--- config.mk ---
export PLATFORM = sky130hd
export DESIGN_NAME = control_sequencer_flat
export DESIGN_NICKNAME = d
export VERILOG_FILES = /design/src/rtl/control_sequencer_if.sv /design/src/rtl/control_sequencer.sv /design/src/flat_wrapper.sv
export SDC_FILE = /design/constraint.sdc
export NUM_CORES = 1
export LEC_CHECK = 0
export BUFFER_PORTS_ARGS = -buffer_cell sky130_fd_sc_hd__buf_2
export CAP_MARGIN = 20
export CORE_AREA = 2 2 39 41
export CTS_CLUSTER_DIAMETER = 80
export DETAILED_ROUTE_END_ITERATION = 7
export DIE_AREA = 0 0 41 43
export GPL_TIMING_DRIVEN = 0
export HOLD_SLACK_MARGIN = 0.1
export PLACE_DENSITY = 0.69
export SLEW_MARGIN = 20
export SYNTH_ARGS = -nofsm -noshare
export SYNTH_HDL_FRONTEND = slang
export SYNTH_SLANG_ARGS = --single-unit
--- constraint.sdc ---
create_clock -name clk -period 3.55 [get_ports clk]
set_input_delay 0.5325 -clock clk [delete_from_list [all_inputs] [get_ports clk]]
set_output_delay 0.5325 -clock clk [all_outputs]
set_load 0.02 [all_outputs]
--- src/rtl/control_sequencer_if.sv ---
// Control interface between the micro-step sequencer and the CPU datapath.
// Carries run/opcode/flags into the sequencer and every register strobe out of it.
interface control_sequencer_if #(
    parameter int unsigned OPW = 4
);
    logic           run;
    logic [OPW-1:0] opcode;
    logic           cf;
    logic           zf;

    logic           pc_inc;
    logic           pc_rd;
    logic           pc_wr;
    logic           mar_wr;
    logic           ram_rd;
    logic           ram_wr;
    logic           ir_wr;
    logic           ir_rd;
    logic           a_wr;
    logic           a_rd;
    logic           b_wr;
    logic           alu_rd;
    logic           alu_sub;
    logic           flag_wr;
    logic           out_wr;
    logic           halted;
    logic [2:0]     step;

    modport master (
        input  run, opcode, cf, zf,
        output pc_inc, pc_rd, pc_wr, mar_wr, ram_rd, ram_wr, ir_wr, ir_rd,
               a_wr, a_rd, b_wr, alu_rd, alu_sub, flag_wr, out_wr, halted, step
    );

    modport slave (
        output run, opcode, cf, zf,
        input  pc_inc, pc_rd, pc_wr, mar_wr, ram_rd, ram_wr, ir_wr, ir_rd,
               a_wr, a_rd, b_wr, alu_rd, alu_sub, flag_wr, out_wr, halted, step
    );
endinterface

--- src/rtl/control_sequencer.sv ---
// Micro-step sequencer and instruction decoder for the 8-bit bus CPU.
// Steps T0..T4 per instruction; strobes decode from (step, opcode, flags).
module control_sequencer #(
    parameter int unsigned OPW   = 4,
    parameter int unsigned STEPS = 5
) (
    input  logic                 clk,
    input  logic                 clr,
    control_sequencer_if.master  bus
);
    typedef enum logic [2:0] {
        T0 = 3'd0,
        T1 = 3'd1,
        T2 = 3'd2,
        T3 = 3'd3,
        T4 = 3'd4
    } step_t;

    localparam logic [OPW-1:0] OP_LDA = OPW'(1);
    localparam logic [OPW-1:0] OP_ADD = OPW'(2);
    localparam logic [OPW-1:0] OP_SUB = OPW'(3);
    localparam logic [OPW-1:0] OP_STA = OPW'(4);
    localparam logic [OPW-1:0] OP_LDI = OPW'(5);
    localparam logic [OPW-1:0] OP_JMP = OPW'(6);
    localparam logic [OPW-1:0] OP_JC  = OPW'(7);
    localparam logic [OPW-1:0] OP_JZ  = OPW'(8);
    localparam logic [OPW-1:0] OP_OUT = OPW'(14);
    localparam logic [OPW-1:0] OP_HLT = OPW'(15);

    step_t state_q, state_n;
    logic  halted_q, halted_n;
    logic  last, hlt_end, en;

    logic d_pc_inc, d_pc_rd, d_pc_wr, d_mar_wr, d_ram_rd, d_ram_wr, d_ir_wr;
    logic d_ir_rd, d_a_wr, d_a_rd, d_b_wr, d_alu_rd, d_alu_sub, d_flag_wr, d_out_wr;

    // State register: step counter and sticky halt flag
    always_ff @(posedge clk) begin
        if (clr) begin
            state_q  <= T0;
            halted_q <= 1'b0;
        end else begin
            state_q  <= state_n;
            halted_q <= halted_n;
        end
    end

    // Instruction decode and next-step selection
    always_comb begin
        d_pc_inc  = 1'b0;
        d_pc_rd   = 1'b0;
        d_pc_wr   = 1'b0;
        d_mar_wr  = 1'b0;
        d_ram_rd  = 1'b0;
        d_ram_wr  = 1'b0;
        d_ir_wr   = 1'b0;
        d_ir_rd   = 1'b0;
        d_a_wr    = 1'b0;
        d_a_rd    = 1'b0;
        d_b_wr    = 1'b0;
        d_alu_rd  = 1'b0;
        d_alu_sub = 1'b0;
        d_flag_wr = 1'b0;
        d_out_wr  = 1'b0;
        last      = 1'b0;
        hlt_end   = 1'b0;
        state_n   = state_q;
        halted_n  = halted_q;

        case (state_q)
            T0: begin
                d_pc_rd  = 1'b1;
                d_mar_wr = 1'b1;
            end
            T1: begin
                d_ram_rd = 1'b1;
                d_ir_wr  = 1'b1;
                d_pc_inc = 1'b1;
            end
            T2: begin
                last = 1'b1;
                case (bus.opcode)
                    OP_LDA, OP_ADD, OP_SUB, OP_STA: begin
                        d_ir_rd  = 1'b1;
                        d_mar_wr = 1'b1;
                        last     = 1'b0;
                    end
                    OP_LDI: begin
                        d_ir_rd = 1'b1;
                        d_a_wr  = 1'b1;
                    end
                    OP_JMP: begin
                        d_ir_rd = 1'b1;
                        d_pc_wr = 1'b1;
                    end
                    OP_JC: begin
                        d_ir_rd = bus.cf;
                        d_pc_wr = bus.cf;
                    end
                    OP_JZ: begin
                        d_ir_rd = bus.zf;
                        d_pc_wr = bus.zf;
                    end
                    OP_OUT: begin
                        d_a_rd   = 1'b1;
                        d_out_wr = 1'b1;
                    end
                    OP_HLT:  hlt_end = 1'b1;
                    default: ;
                endcase
            end
            T3: begin
                case (bus.opcode)
                    OP_LDA: begin
                        d_ram_rd = 1'b1;
                        d_a_wr   = 1'b1;
                        last     = 1'b1;
                    end
                    OP_ADD, OP_SUB: begin
                        d_ram_rd = 1'b1;
                        d_b_wr   = 1'b1;
                    end
                    OP_STA: begin
                        d_a_rd   = 1'b1;
                        d_ram_wr = 1'b1;
                        last     = 1'b1;
                    end
                    default: last = 1'b1;
                endcase
            end
            T4: begin
                last = 1'b1;
                if (bus.opcode == OP_ADD || bus.opcode == OP_SUB) begin
                    d_alu_rd  = 1'b1;
                    d_a_wr    = 1'b1;
                    d_flag_wr = 1'b1;
                    d_alu_sub = (bus.opcode == OP_SUB);
                end
            end
            default: last = 1'b1;
        endcase

        // Out-of-range step values are never valid, so always fall back to T0
        if (32'(state_q) >= STEPS) begin
            last = 1'b1;
        end

        if (bus.run && !halted_q) begin
            if (last) begin
                state_n  = T0;
                halted_n = hlt_end;
            end else begin
                case (state_q)
                    T0:      state_n = T1;
                    T1:      state_n = T2;
                    T2:      state_n = T3;
                    T3:      state_n = T4;
                    default: state_n = T0;
                endcase
            end
        end
    end

    assign en = bus.run & ~halted_q & ~clr;

    assign bus.pc_inc  = en & d_pc_inc;
    assign bus.pc_rd   = en & d_pc_rd;
    assign bus.pc_wr   = en & d_pc_wr;
    assign bus.mar_wr  = en & d_mar_wr;
    assign bus.ram_rd  = en & d_ram_rd;
    assign bus.ram_wr  = en & d_ram_wr;
    assign bus.ir_wr   = en & d_ir_wr;
    assign bus.ir_rd   = en & d_ir_rd;
    assign bus.a_wr    = en & d_a_wr;
    assign bus.a_rd    = en & d_a_rd;
    assign bus.b_wr    = en & d_b_wr;
    assign bus.alu_rd  = en & d_alu_rd;
    assign bus.alu_sub = en & d_alu_sub;
    assign bus.flag_wr = en & d_flag_wr;
    assign bus.out_wr  = en & d_out_wr;
    assign bus.halted  = halted_q;
    assign bus.step    = state_q;
endmodule

--- src/flat_wrapper.sv ---
// flat-port wrapper written by rule: the top's interface ports become plain ports
module control_sequencer_flat 
#(
    parameter int unsigned OPW   = 4,
    parameter int unsigned STEPS = 5
)
  (clk, clr, bus_run, bus_opcode, bus_cf, bus_zf, bus_pc_inc, bus_pc_rd, bus_pc_wr, bus_mar_wr, bus_ram_rd, bus_ram_wr, bus_ir_wr, bus_ir_rd, bus_a_wr, bus_a_rd, bus_b_wr, bus_alu_rd, bus_alu_sub, bus_flag_wr, bus_out_wr, bus_halted, bus_step);
  control_sequencer_if #(.OPW(OPW)) bus_i ();
  input  logic clk;
  input  logic clr;
  input wire logic [$bits(bus_i.run)-1:0] bus_run;
  input wire logic [$bits(bus_i.opcode)-1:0] bus_opcode;
  input wire logic [$bits(bus_i.cf)-1:0] bus_cf;
  input wire logic [$bits(bus_i.zf)-1:0] bus_zf;
  output wire logic [$bits(bus_i.pc_inc)-1:0] bus_pc_inc;
  output wire logic [$bits(bus_i.pc_rd)-1:0] bus_pc_rd;
  output wire logic [$bits(bus_i.pc_wr)-1:0] bus_pc_wr;
  output wire logic [$bits(bus_i.mar_wr)-1:0] bus_mar_wr;
  output wire logic [$bits(bus_i.ram_rd)-1:0] bus_ram_rd;
  output wire logic [$bits(bus_i.ram_wr)-1:0] bus_ram_wr;
  output wire logic [$bits(bus_i.ir_wr)-1:0] bus_ir_wr;
  output wire logic [$bits(bus_i.ir_rd)-1:0] bus_ir_rd;
  output wire logic [$bits(bus_i.a_wr)-1:0] bus_a_wr;
  output wire logic [$bits(bus_i.a_rd)-1:0] bus_a_rd;
  output wire logic [$bits(bus_i.b_wr)-1:0] bus_b_wr;
  output wire logic [$bits(bus_i.alu_rd)-1:0] bus_alu_rd;
  output wire logic [$bits(bus_i.alu_sub)-1:0] bus_alu_sub;
  output wire logic [$bits(bus_i.flag_wr)-1:0] bus_flag_wr;
  output wire logic [$bits(bus_i.out_wr)-1:0] bus_out_wr;
  output wire logic [$bits(bus_i.halted)-1:0] bus_halted;
  output wire logic [$bits(bus_i.step)-1:0] bus_step;
  assign bus_i.run = bus_run;
  assign bus_i.opcode = bus_opcode;
  assign bus_i.cf = bus_cf;
  assign bus_i.zf = bus_zf;
  assign bus_pc_inc = bus_i.pc_inc;
  assign bus_pc_rd = bus_i.pc_rd;
  assign bus_pc_wr = bus_i.pc_wr;
  assign bus_mar_wr = bus_i.mar_wr;
  assign bus_ram_rd = bus_i.ram_rd;
  assign bus_ram_wr = bus_i.ram_wr;
  assign bus_ir_wr = bus_i.ir_wr;
  assign bus_ir_rd = bus_i.ir_rd;
  assign bus_a_wr = bus_i.a_wr;
  assign bus_a_rd = bus_i.a_rd;
  assign bus_b_wr = bus_i.b_wr;
  assign bus_alu_rd = bus_i.alu_rd;
  assign bus_alu_sub = bus_i.alu_sub;
  assign bus_flag_wr = bus_i.flag_wr;
  assign bus_out_wr = bus_i.out_wr;
  assign bus_halted = bus_i.halted;
  assign bus_step = bus_i.step;
  control_sequencer #(.OPW(OPW), .STEPS(STEPS)) u_core (.clk(clk), .clr(clr), .bus(bus_i));
endmodule
==> Implementation_results.wiki <==
{| class="wikitable"
! Metric !! Value
|-
| Pleak || 0.000319 µW
|-
| Post-CTS setup repair buffer count || 0
|-
| Period utilisation layout || 0.605
|-
| Total wire length after detailed routing || 1270 µm
|-
| Clock insertion delay at the later pin of the skew report || 0.24 ns
|-
| Area added between synthesis and finish || 35.3%
|-
| Die extent in x || 41 µm
|-
| Crit path max-delay cell type || sky130_fd_sc_hd__nor2_1
|-
| Port Buffers || 26
|-
| Buffers and inverters on the worst path || 4
|-
| Run status || complete, no violations
|-
| Setup repair after global routing missed its margin || no
|-
| CTS tree || done
|-
| Worst EP required || 3.02 ns
|-
| Total core area || 1380 µm²
|-
| Vias in the first global route || 462
|-
| Starting DRT DRC Count || 10
|-
| DP Wirelength || 996 µm
|-
| Clock Sink Count || 4
|-
| Cells resized by post-CTS repair || 0
|-
| Average instance area after synthesis || 6.79 µm²
|-
| Critical path type || input pin to output port
|-
| Cell Pwr Density || 253 nW/µm²
|-
| Proportion of synthesized chip area in sequential cells || 0.164
|-
| Routed wire per std cell || 10.9 µm
|-
| Fill count || 143
|-
| FF-to-FF setup slack || 2.37 ns
|-
| Layout Skew || 0.00202 ns
|-
| Overflow after GRT || 0
|-
| Final critical-path required period || 2.15 ns
|-
| Reg2Reg Launch Point || u_core.bus.step[1]
|-
| Number of distinct standard cells referenced by the synthesized netlist || 29
|-
| Launching instance or port of the critical path || bus_opcode[2]
|-
| Largest fanout of any net on the critical path || 10
|-
| Ratio of routed vias to standard cells || 5.51
|-
| CP peak stage delay || 0.23 ns
|-
| Clock Root Buffer || sky130_fd_sc_hd__clkbuf_4
|-
| Final total negative setup slack || 0 ns
|-
| Count of hold-fix buffers inserted at cts || 0
|-
| Number of warnings reported in the yosys synthesis log || 0
|-
| Maximum number of pins on one net before global-route repair || 11
|-
| Family with the most delay on the worst path || simple AND/OR/NAND/NOR gates
|-
| H-tree levels || 1
|-
| Finish-stage setup viols || 0
|-
| Area of the mapped netlist || 489 µm²
|-
| Fraction of layout cells with a size suffix above 1 || 0.366
|-
| Number of CTS-inserted buffers || 3
|-
| Worst-path cell chain || buf_2 -> buf_2 -> nor2_1 -> nand4_1 -> nor2_1 -> buf_4 -> buf_2
|-
| Hold WC Path Type || input pin to register
|-
| Synthesized netlist net count || 81
|-
| Hold path cells || 2
|-
| Kind of start point of the critical path || input pin
|-
| CTS Buffer Depth || 2
|-
| Antenna cells || 0
|-
| Most common cell type on the critical path || sky130_fd_sc_hd__buf_2
|-
| Final hold violation count || 0
|-
| Fin nets || 112
|-
| Finished Layout Cells || 117
|-
| Global-route wire length before repair || 1900 µm
|-
| Global placer's final weighted congestion || 0.706
|-
| Destination of the worst hold path || u_core.bus.step[2]
|-
| Actual transition at the worst max-transition pin || 0.372 ns
|-
| Maximum Capacitance Violations || 0
|-
| CP endpoint kind || output port
|-
| Number of cell rows || 14
|-
| Number of storage elements in the synthesis netlist || 4
|-
| Antenna-violating nets left || 0
|-
| Most common library cell in the layout ignoring fill and taps || sky130_fd_sc_hd__buf_2
|-
| Slew margin rel. || 0.752
|-
| Terminus of the critical flop-to-flop path || u_core.bus.step[2]
|-
| Number of cells after detailed placement || 114
|-
| Data arrival time of the worst path || 1.62 ns
|-
| Commonest cells after routing, fill and taps aside || 30 x sky130_fd_sc_hd__buf_2, 9 x sky130_fd_sc_hd__nor2_1, 7 x sky130_fd_sc_hd__a21oi_1, 5 x sky130_fd_sc_hd__nand4_1
|-
| Number of pins with negative max-slew slack in the final report || 0
|-
| Die Area || 1760 µm²
|-
| Number of I/O pins || 28
|-
| Depth of the worst register-to-register path || 4
|-
| Total via count after detailed routing || 645
|-
| Vertical die dimension || 43 µm
|-
| Max Freq || 465 MHz
|-
| Total Routing Usage GR || 0.155
|-
| TritonRoute pass-1 iters || 4
|-
| Starting density of the core || 0.354
|-
| Start point of the worst min-delay path || clr
|-
| DRC violations left || 0
|-
| IR drop worst, VDD || 87.1 µV
|-
| Clock-pin slew on the worst setup and hold paths || 0.04 ns
|-
| Initial antenna violation count || 0
|-
| Number of cells produced by synthesis || 72
|}
-- cells by family after synthesis --
group	Yosys count	synth area share
buffers and inverters	10	0.102
AOI/OAI and AO/OA	16	0.192
muxes	1	0.0205
and+or+nand+nor	40	0.504
xor gates and xnor gates	1	0.0179
DFF	4	0.164
-- sequential cells by signal (all words and copies together) (netlist names) --
name and count:
u_core.bus.step 3, u_core.bus.halted 1
-- routing by layer --
| metal | wire, µm | global-route usage |
|---|---|---|
| met1 | 614 | 0.213 |
| met2 | 541 | 0.203 |
| met3 | 90 | 0.0471 |
| met4 | 27 | 0.0933 |
| met5 | 0 | 0 |
-- worst max path at each step --
| stage | to | cells after the start |
|---|---|---|
| 3_3_place_gp | bus_a_wr | 6 |
| 5_1_grt | bus_flag_wr | 7 |
| 2_1_floorplan | bus_ir_rd | 4 |
| 4_1_cts | bus_flag_wr | 7 |
| 3_5_place_dp | bus_flag_wr | 7 |
| 6_report | bus_flag_wr | 7 |
-- metrics by stage --
stage	power, µW	instance area [µm²]	hold slack, ns	setup WS (ns)	utilization
3_3_place_gp	111	639	0.567	1.40	0.462
2_1_floorplan	92.6	489	0.598	1.34	-
6_report	167	662	0.570	1.40	0.478
5_1_grt	180	662	0.564	1.29	0.478
3_5_place_dp	112	639	0.579	1.40	0.462
4_1_cts	170	662	0.558	1.40	0.478
-- worst reg2reg max path, stage by stage (launching register included) --
cell                       delay (ns)
sky130_fd_sc_hd__dfxtp_1         0.33
sky130_fd_sc_hd__buf_2           0.21
sky130_fd_sc_hd__nor4bb_1        0.29
sky130_fd_sc_hd__nand4_1         0.13
sky130_fd_sc_hd__a21oi_1         0.16
-- final cells by class --
| type | instances | area [µm²] | share of cell area |
|---|---|---|---|
| Sequential cell | 4 | 80.1 | 0.121 |
| Tap cell | 16 | 20.0 | 0.0302 |
| Inverter | 3 | 11.3 | 0.0170 |
| Clock buffer | 3 | 22.5 | 0.0340 |
| Buffer | 7 | 38.8 | 0.0586 |
| Timing Repair Buffer | 26 | 130 | 0.197 |
| Multi-Input combinational cell | 58 | 359 | 0.543 |
-- cell usage after synthesis --
cell	instances	area, µm²
sky130_fd_sc_hd__mux2i_1	1	10.0
sky130_fd_sc_hd__nor3b_4	1	18.8
sky130_fd_sc_hd__xor2_1	1	8.76
sky130_fd_sc_hd__o21ai_0	4	20.0
sky130_fd_sc_hd__or3_1	2	12.5
sky130_fd_sc_hd__or4_1	1	7.51
sky130_fd_sc_hd__o22ai_1	1	6.26
sky130_fd_sc_hd__and3b_1	1	8.76
sky130_fd_sc_hd__buf_2	4	20.0
sky130_fd_sc_hd__nor3_1	2	10.0
sky130_fd_sc_hd__nand3_1	3	15.0
sky130_fd_sc_hd__nand3b_1	4	30.0
sky130_fd_sc_hd__nand2b_1	2	12.5
sky130_fd_sc_hd__a21oi_1	7	35.0
sky130_fd_sc_hd__inv_1	3	11.3
sky130_fd_sc_hd__nor4bb_1	3	30.0
sky130_fd_sc_hd__and4_1	1	8.76
sky130_fd_sc_hd__a41oi_1	1	8.76
sky130_fd_sc_hd__buf_4	2	15.0
sky130_fd_sc_hd__or2_2	1	6.26
sky130_fd_sc_hd__nand2_1	4	15.0
sky130_fd_sc_hd__nand4_1	5	31.3
sky130_fd_sc_hd__nor2_1	9	33.8
sky130_fd_sc_hd__nor2b_1	1	6.26
sky130_fd_sc_hd__a211oi_1	1	7.51
sky130_fd_sc_hd__o2111ai_1	1	8.76
sky130_fd_sc_hd__clkbuf_1	1	3.75
sky130_fd_sc_hd__o211ai_1	1	7.51
sky130_fd_sc_hd__dfxtp_1	4	80.1
-- report_power, final --
part	leakage (µW)	internal, µW	switching [µW]
combinational	0.000273	23.2	38.0
clock	0.0000138	37.8	18.6
sequential	0.0000326	47.8	1.66
Power figures use the tool's default switching activity.
